<file path="src/rtl/instr_encoder_g7.sv">
// RV32I descriptor encoder (ADD/SUB/AND/OR/LW/SW/BEQ) feeding the IMEM write port.
// One registered output word with back-pressure; illegal descriptors are consumed and flagged.
module instr_encoder_g7 #(
    parameter int ADDR_W = 8
) (
    input  logic              clk,
    input  logic              reset,
    input  logic              clear,
    input  logic              in_valid,
    output logic              in_ready,
    input  logic [2:0]        in_op,
    input  logic [4:0]        in_rd,
    input  logic [4:0]        in_rs1,
    input  logic [4:0]        in_rs2,
    input  logic [12:0]       in_imm,
    output logic              wr_en,
    output logic [ADDR_W-1:0] wr_addr,
    output logic [31:0]       wr_data,
    input  logic              wr_ready,
    output logic [ADDR_W:0]   word_count,
    output logic              wrapped,
    output logic              err_pulse,
    output logic              err_flag
);

    localparam int              DEPTH     = 2 ** ADDR_W;
    localparam logic [ADDR_W:0] COUNT_MAX = (ADDR_W + 1)'(DEPTH);

    localparam logic [6:0] OPC_R     = 7'b0110011;
    localparam logic [6:0] OPC_LOAD  = 7'b0000011;
    localparam logic [6:0] OPC_STORE = 7'b0100011;
    localparam logic [6:0] OPC_BR    = 7'b1100011;

    typedef enum logic [2:0] {
        OP_ADD = 3'd0,
        OP_SUB = 3'd1,
        OP_AND = 3'd2,
        OP_OR  = 3'd3,
        OP_LW  = 3'd4,
        OP_SW  = 3'd5,
        OP_BEQ = 3'd6,
        OP_RSV = 3'd7
    } op_e;

    logic              wr_en_q, wr_en_d;
    logic [ADDR_W-1:0] wr_addr_q, wr_addr_d;
    logic [31:0]       wr_data_q, wr_data_d;
    logic [ADDR_W:0]   word_count_q, word_count_d;
    logic              wrapped_q, wrapped_d;
    logic              err_pulse_q, err_pulse_d;
    logic              err_flag_q, err_flag_d;

    logic [31:0] enc_word;
    logic        enc_legal;
    logic        imm_fits12;
    logic        accept;
    logic        complete;

    // I/S immediates are only legal when the 13-bit value sign-extends from bit 11
    always_comb begin
        enc_word   = 32'h0;
        enc_legal  = 1'b1;
        imm_fits12 = (in_imm[12] == in_imm[11]);
        case (op_e'(in_op))
            OP_ADD: enc_word = {7'b0000000, in_rs2, in_rs1, 3'b000, in_rd, OPC_R};
            OP_SUB: enc_word = {7'b0100000, in_rs2, in_rs1, 3'b000, in_rd, OPC_R};
            OP_AND: enc_word = {7'b0000000, in_rs2, in_rs1, 3'b111, in_rd, OPC_R};
            OP_OR:  enc_word = {7'b0000000, in_rs2, in_rs1, 3'b110, in_rd, OPC_R};
            OP_LW: begin
                enc_word  = {in_imm[11:0], in_rs1, 3'b010, in_rd, OPC_LOAD};
                enc_legal = imm_fits12;
            end
            OP_SW: begin
                enc_word  = {in_imm[11:5], in_rs2, in_rs1, 3'b010, in_imm[4:0], OPC_STORE};
                enc_legal = imm_fits12;
            end
            OP_BEQ: begin
                enc_word  = {in_imm[12], in_imm[10:5], in_rs2, in_rs1, 3'b000,
                             in_imm[4:1], in_imm[11], OPC_BR};
                enc_legal = ~in_imm[0];
            end
            default: enc_legal = 1'b0;
        endcase
    end

    always_comb begin
        in_ready = ~reset & ~clear & (~wr_en_q | wr_ready);
        accept   = in_valid & in_ready;
        complete = wr_en_q & wr_ready;

        wr_en_d      = wr_en_q;
        wr_addr_d    = wr_addr_q;
        wr_data_d    = wr_data_q;
        word_count_d = word_count_q;
        wrapped_d    = wrapped_q;
        err_pulse_d  = 1'b0;
        err_flag_d   = err_flag_q;

        if (complete) begin
            wr_en_d   = 1'b0;
            wr_addr_d = wr_addr_q + ADDR_W'(1);
            if (wr_addr_q == {ADDR_W{1'b1}}) wrapped_d = 1'b1;
            if (word_count_q != COUNT_MAX) word_count_d = word_count_q + (ADDR_W + 1)'(1);
        end

        // A completing word and a new accept in the same cycle reload without a bubble
        if (accept) begin
            if (enc_legal) begin
                wr_en_d   = 1'b1;
                wr_data_d = enc_word;
            end else begin
                err_pulse_d = 1'b1;
                err_flag_d  = 1'b1;
            end
        end

        if (clear) begin
            wr_en_d      = 1'b0;
            wr_addr_d    = '0;
            wr_data_d    = 32'h0;
            word_count_d = '0;
            wrapped_d    = 1'b0;
            err_pulse_d  = 1'b0;
            err_flag_d   = 1'b0;
        end
    end

    always_ff @(posedge clk) begin
        if (reset) begin
            wr_en_q      <= 1'b0;
            wr_addr_q    <= '0;
            wr_data_q    <= 32'h0;
            word_count_q <= '0;
            wrapped_q    <= 1'b0;
            err_pulse_q  <= 1'b0;
            err_flag_q   <= 1'b0;
        end else begin
            wr_en_q      <= wr_en_d;
            wr_addr_q    <= wr_addr_d;
            wr_data_q    <= wr_data_d;
            word_count_q <= word_count_d;
            wrapped_q    <= wrapped_d;
            err_pulse_q  <= err_pulse_d;
            err_flag_q   <= err_flag_d;
        end
    end

    assign wr_en      = wr_en_q;
    assign wr_addr    = wr_addr_q;
    assign wr_data    = wr_data_q;
    assign word_count = word_count_q;
    assign wrapped    = wrapped_q;
    assign err_pulse  = err_pulse_q;
    assign err_flag   = err_flag_q;

endmodule

</file>
<file path="config.mk">
export PLATFORM = sky130hd
export DESIGN_NAME = instr_encoder_g7
export DESIGN_NICKNAME = d
export VERILOG_FILES = /design/src/rtl/instr_encoder_g7.sv
export SDC_FILE = /design/constraint.sdc
export NUM_CORES = 1
export LEC_CHECK = 0
export BUFFER_PORTS_ARGS = -buffer_cell sky130_fd_sc_hd__buf_4
export CAP_MARGIN = 5
export CORE_MARGIN = 3
export CORE_UTILIZATION = 44
export CTS_CLUSTER_DIAMETER = 50
export DETAILED_ROUTE_END_ITERATION = 8
export PLACE_DENSITY = 0.76
export SETUP_SLACK_MARGIN = 0.1
export SYNTH_ARGS = -nofsm -noshare
export SYNTH_HDL_FRONTEND = slang
export SYNTH_SLANG_ARGS = --single-unit
</file>
<file path="constraint.sdc">
create_clock -name clk -period 1.7 [get_ports clk]
set_input_delay 0.51 -clock clk [delete_from_list [all_inputs] [get_ports clk]]
set_output_delay 0.51 -clock clk [all_outputs]
set_load 0.1 [all_outputs]
</file>
## Word level (Yosys, flattened, before mapping)

Cells that the tools add are included.

| storage, ports and cells | value |
|---|---|
| register bits | 53 |
| output and inout bits | 54 |

| cells by class | value |
|---|---|
| add/sub/neg operators | 2 |
| eq/ne operators | 9 |
| multiplexer cells | 6 |
| bitwise operators | 11 |
| reduce and logical (&&, ||, !) cells | 9 |

Operator list:

| operator | number |
|---|---|
| $pmux 32 s7 | 1 |
| $add 9x1->9 const B | 1 |
| $eq 3x3->1 const B | 3 |
| $ne 9x9->1 const B | 1 |
| $add 8x1->8 const B | 1 |
| $eq 8x8->1 const B | 1 |
| $reduce_and 2->1 | 4 |
| $eq 3x2->1 const B | 2 |
| $not 1->1 | 6 |
| $and 1x1->1 | 4 |
| $mux 1 | 4 |
| $reduce_or 2->1 | 2 |
| $reduce_or 4->1 | 1 |
| $eq 3x1->1 const B | 1 |
| $logic_not 3->1 | 1 |
| $pmux 1 s3 | 1 |
| $reduce_or 3->1 | 1 |
| $eq 1x1->1 | 1 |
| $or 1x1->1 | 1 |

## Depth between registers and ports, before layout

| depth | value |
|---|---|
| depth in word-level cells | 6 |
| depth in mapped cells | 7 |
| depth with buffers taken out | 6 |

## Worst setup path after synthesis

Ideal clock, no wire load.

| path | value |
|---|---|
| path kind | input port to output port |
| start | input port clear |
| end | output port in_ready |
| data arrival time | 1,771 ps |
| required time | 1,190 ps |
| path slack | -581 ps |
| stages on the path | 3 |
| path buffers | 1 |
| path through | nor2_1 > clkbuf_1 > and2_1 |

| on the way | value |
|---|---|
| cells in the longest elaborated chain, start to end | 3 |

Ends and longest elaborated chain:

| element | line | RTL |
|---|---|---|
| start: declaration | 8 | `input logic clear,` |
| $not 1->1 | 87 | `in_ready = ~reset & ~clear & (~wr_en_q \| wr_ready);` |
| $and 1x1->1 (2 in series) | 87 |  |
| end: declaration | 10 | `output logic in_ready,` |

No other way between the ends.

## Final worst setup path

| path | value |
|---|---|
| start | input port wr_ready |
| end | output port in_ready |

| on the way | value |
|---|---|
| cells in the longest elaborated chain, start to end | 2 |

Ends and longest elaborated chain:

| element | line | RTL |
|---|---|---|
| start: declaration | 19 | `input logic wr_ready,` |
| $or 1x1->1 | 87 |  |
| $and 1x1->1 | 87 |  |

No other way between the ends.

==> impl_metrics.toml <==
[clock_tree]
clk_pin_slew_ns = 0.09
clock_tree.buffer_depth = 2
cts_sinks = 50
clk_latency_ns = 0.30
htree_levels = 2
ctsHoldBuffers = 0
numCtsBuffers = 5
clock-root-buffer = "clkbuf_8"
cts_tree = "built"

[sta]
worst_pin_slew_ns = 0.531
finalSetupViolCount = 0
finalCritPeriodShare_pct = 93.8
final_hold_viol_count = 0
rsz0062_at_grt = "true"
fin_skew_ns = 0.00507
fmax_mhz = 627
slew_viol_final = 0
holdWs_ns = 0.429
slew_headroom_pct = 64.2
min_period_ns = 1.60

[cells_and_area]
fill_cells = 449
layout-drive-gt1-share_pct = 43.5
nNetsFinal = 392
final_cell_mix = "buf_4, dfxtp_1, nand2_1"
num_antenna_cells = 0
finalInstanceArea_um2 = 3260
multi_input_area_um2 = 1180
instances_no_fill = 421
seq_area_um2 = 1030
syn_to_final_growth_pct = 42.4
final_common_cell = "buf_4"

[hold_path]
hold_path.class = "in -> reg"

[synthesis]
yosys_warnings = 0
synthesis.area_um2 = 2290
synth_flop_cell = "dfxtp_1"
synth-edff-count = 0
ys_top_cells_by_area = "dfxtp_1, xor2_1, a211oi_2"
yosysTopAreaCellShare_pct = 43.7
async_reset_ff_share_pct = 0
yosysUniqueCellTypes = 41
yosys.area.top_type = "dfxtp_1"
syn_inst = 254
synth.ff_latch_count = 50
synth_seq_area_share_pct = 43.7
avgSynthCellArea_um2 = 9.02

[critical_path]
cp.arrival_ns = 1.09
reg2reg_to = "word_count[1]"
path_class = "in -> out"
reg2reg_from = "word_count[0]"
critPathCaptureType = "primary output"
worstSetupStartpointType = "input pin"
worstPathRequired_ns = 1.19
crit_fanout = 3
r2r_slack_ns = 0.26
cp-startpoint = "wr_ready"
r2r_cells = 6
crit_path_end = "in_ready"

[drt]
first_pass_iters = 4
detail_route.wl_per_cell_um = 13.9
detail_route.iter0.violations = 117
num_vias = 2211
drtAntennaViolNets = 0
finalWirelength_um = 5830
drc = 0
vias_per_cell = 5.25

[global_routing]
grt_pass1_vias = 2088
grt-ovfl-total = 0
grt_max_degree = 24
grt_pass1_wl_um = 9520
grt_usage_pct = 18.9
antenna_found_initial = 0

[placed_design]
gp_congestion = 0.786
dp_cells = 412
port-buffer-count = 87
placed_cell_area_um2 = 3150
dpl.hpwl_um = 4410

[floorplan]
core_um2 = 4880
io_pins = 90
start_util_pct = 47.0
die_w_um = 78.2
die_y_um = 78.2
num_rows = 25
dieArea_um2 = 6110

[power]
powerDensity_nw_per_um2 = 706
p_leak_nw = 1.40
peakVddDrop_uv = 592

[outcome]
status = "complete, no violations"

[flow_run]
maxCapViolCount = 0
-- cell usage after synthesis, types with 4 or more instances --
library cell and count:
xor2_1 13, nand3_1 8, buf_6 4, o21ai_1 11
a22o_1 6, nand2_1 24, a21oi_1 16, xnor2_1 4
a211oi_1 4, inv_1 4, nor2_1 23, clkbuf_1 11
and3_1 5, a211oi_2 8, o21ai_0 4, nand4_1 12
a22oi_1 6, a32oi_1 4, dfxtp_1 50
-- power breakdown --
| part | switching, mW | internal (mW) | leakage [nW] | total [mW] |
|---|---|---|---|---|
| sequential | 0.00836 | 1.18 | 0.414 | 1.19 |
| combinational | 0.290 | 0.170 | 0.940 | 0.460 |
| clock | 0.370 | 0.286 | 0.0450 | 0.656 |
-- layer usage --
layer | wire length [um] | track usage (%)
met5 | 0 | 0
met4 | 35 | 4.72
met3 | 447 | 5.62
met2 | 2700 | 32.7
met1 | 2650 | 23.1
-- cells by family (layout without fill, tap and decap cells) --
| kind of cell | after synthesis | after routing | share of synthesized area, % |
|---|---|---|---|
| AND/OR/NAND/NOR | 86 | 86 | 18.6 |
| AO/OA/AOI/OAI | 68 | 68 | 21.9 |
| flip-flops | 50 | 50 | 43.7 |
| buffers and inverters | 26 | 125 | 6.22 |
| XOR/XNOR | 17 | 17 | 6.50 |
| adder cells (fa/ha/maj) | 3 | 3 | 1.64 |
| multiplexers | 3 | 3 | 1.31 |
| other | 1 | 2 | 0.164 |
-- critical path, stage by stage --
cell	delay, ns
buf_4	0.11
nand2b_4	0.13
and2_4	0.17
buf_12	0.16
-- area by class of cell --
type | instances | share of cell area [%]
Sequential cell | 50 | 31.6
Tap cell | 67 | 2.57
Clock inverter | 2 | 0.307
Timing Repair Buffer | 112 | 26.5
Clock buffer | 6 | 2.22
Inverter | 5 | 0.575
Multi-Input combinational cell | 179 | 36.2
-- worst min path at each step --
| stage | startpoint | end | cells after the start |
|---|---|---|---|
| 6_report | in_rs1[3] | wr_data[18] | 3 |
| 5_1_grt | in_rs1[3] | wr_data[18] | 3 |
| 4_1_cts | in_rs1[3] | wr_data[18] | 3 |
| 3_5_place_dp | wr_data[15] | wr_data[15] | 2 |
| 3_3_place_gp | wr_data[15] | wr_data[15] | 2 |
| 2_1_floorplan | in_rs1[0] | wr_data[15] | 2 |
-- flip-flops by register name, indices dropped and copies added, names as in the netlist --
| name | count |
|---|---|
| err_flag | 1 |
| err_pulse | 1 |
| word_count | 9 |
| wr_addr | 8 |
| wr_data | 29 |
| wr_en | 1 |
| wrapped | 1 |
-- metrics by stage --
step | utilization [%] | setup slack [ns] | setup TNS (ns) | power [mW]
6_report | 66.9 | 0.105 | 0 | 2.30
5_1_grt | 66.9 | 0.0831 | 0 | 2.41
4_1_cts | 66.9 | 0.101 | 0 | 2.34
3_5_place_dp | 64.5 | -0.0778 | -1.22 | 1.67
3_3_place_gp | 64.5 | -0.0643 | -0.539 | 1.66
2_1_floorplan | - | -0.171 | -0.189 | 1.51
-- repair_timing --
action | in CTS | in global routing
endpoints found under the setup margin | 1 | 1
gates resized for setup | 6 | 0
cloned | 0 | 0
buffers inserted | 1 | 0
Power figures use the tool's default switching activity.
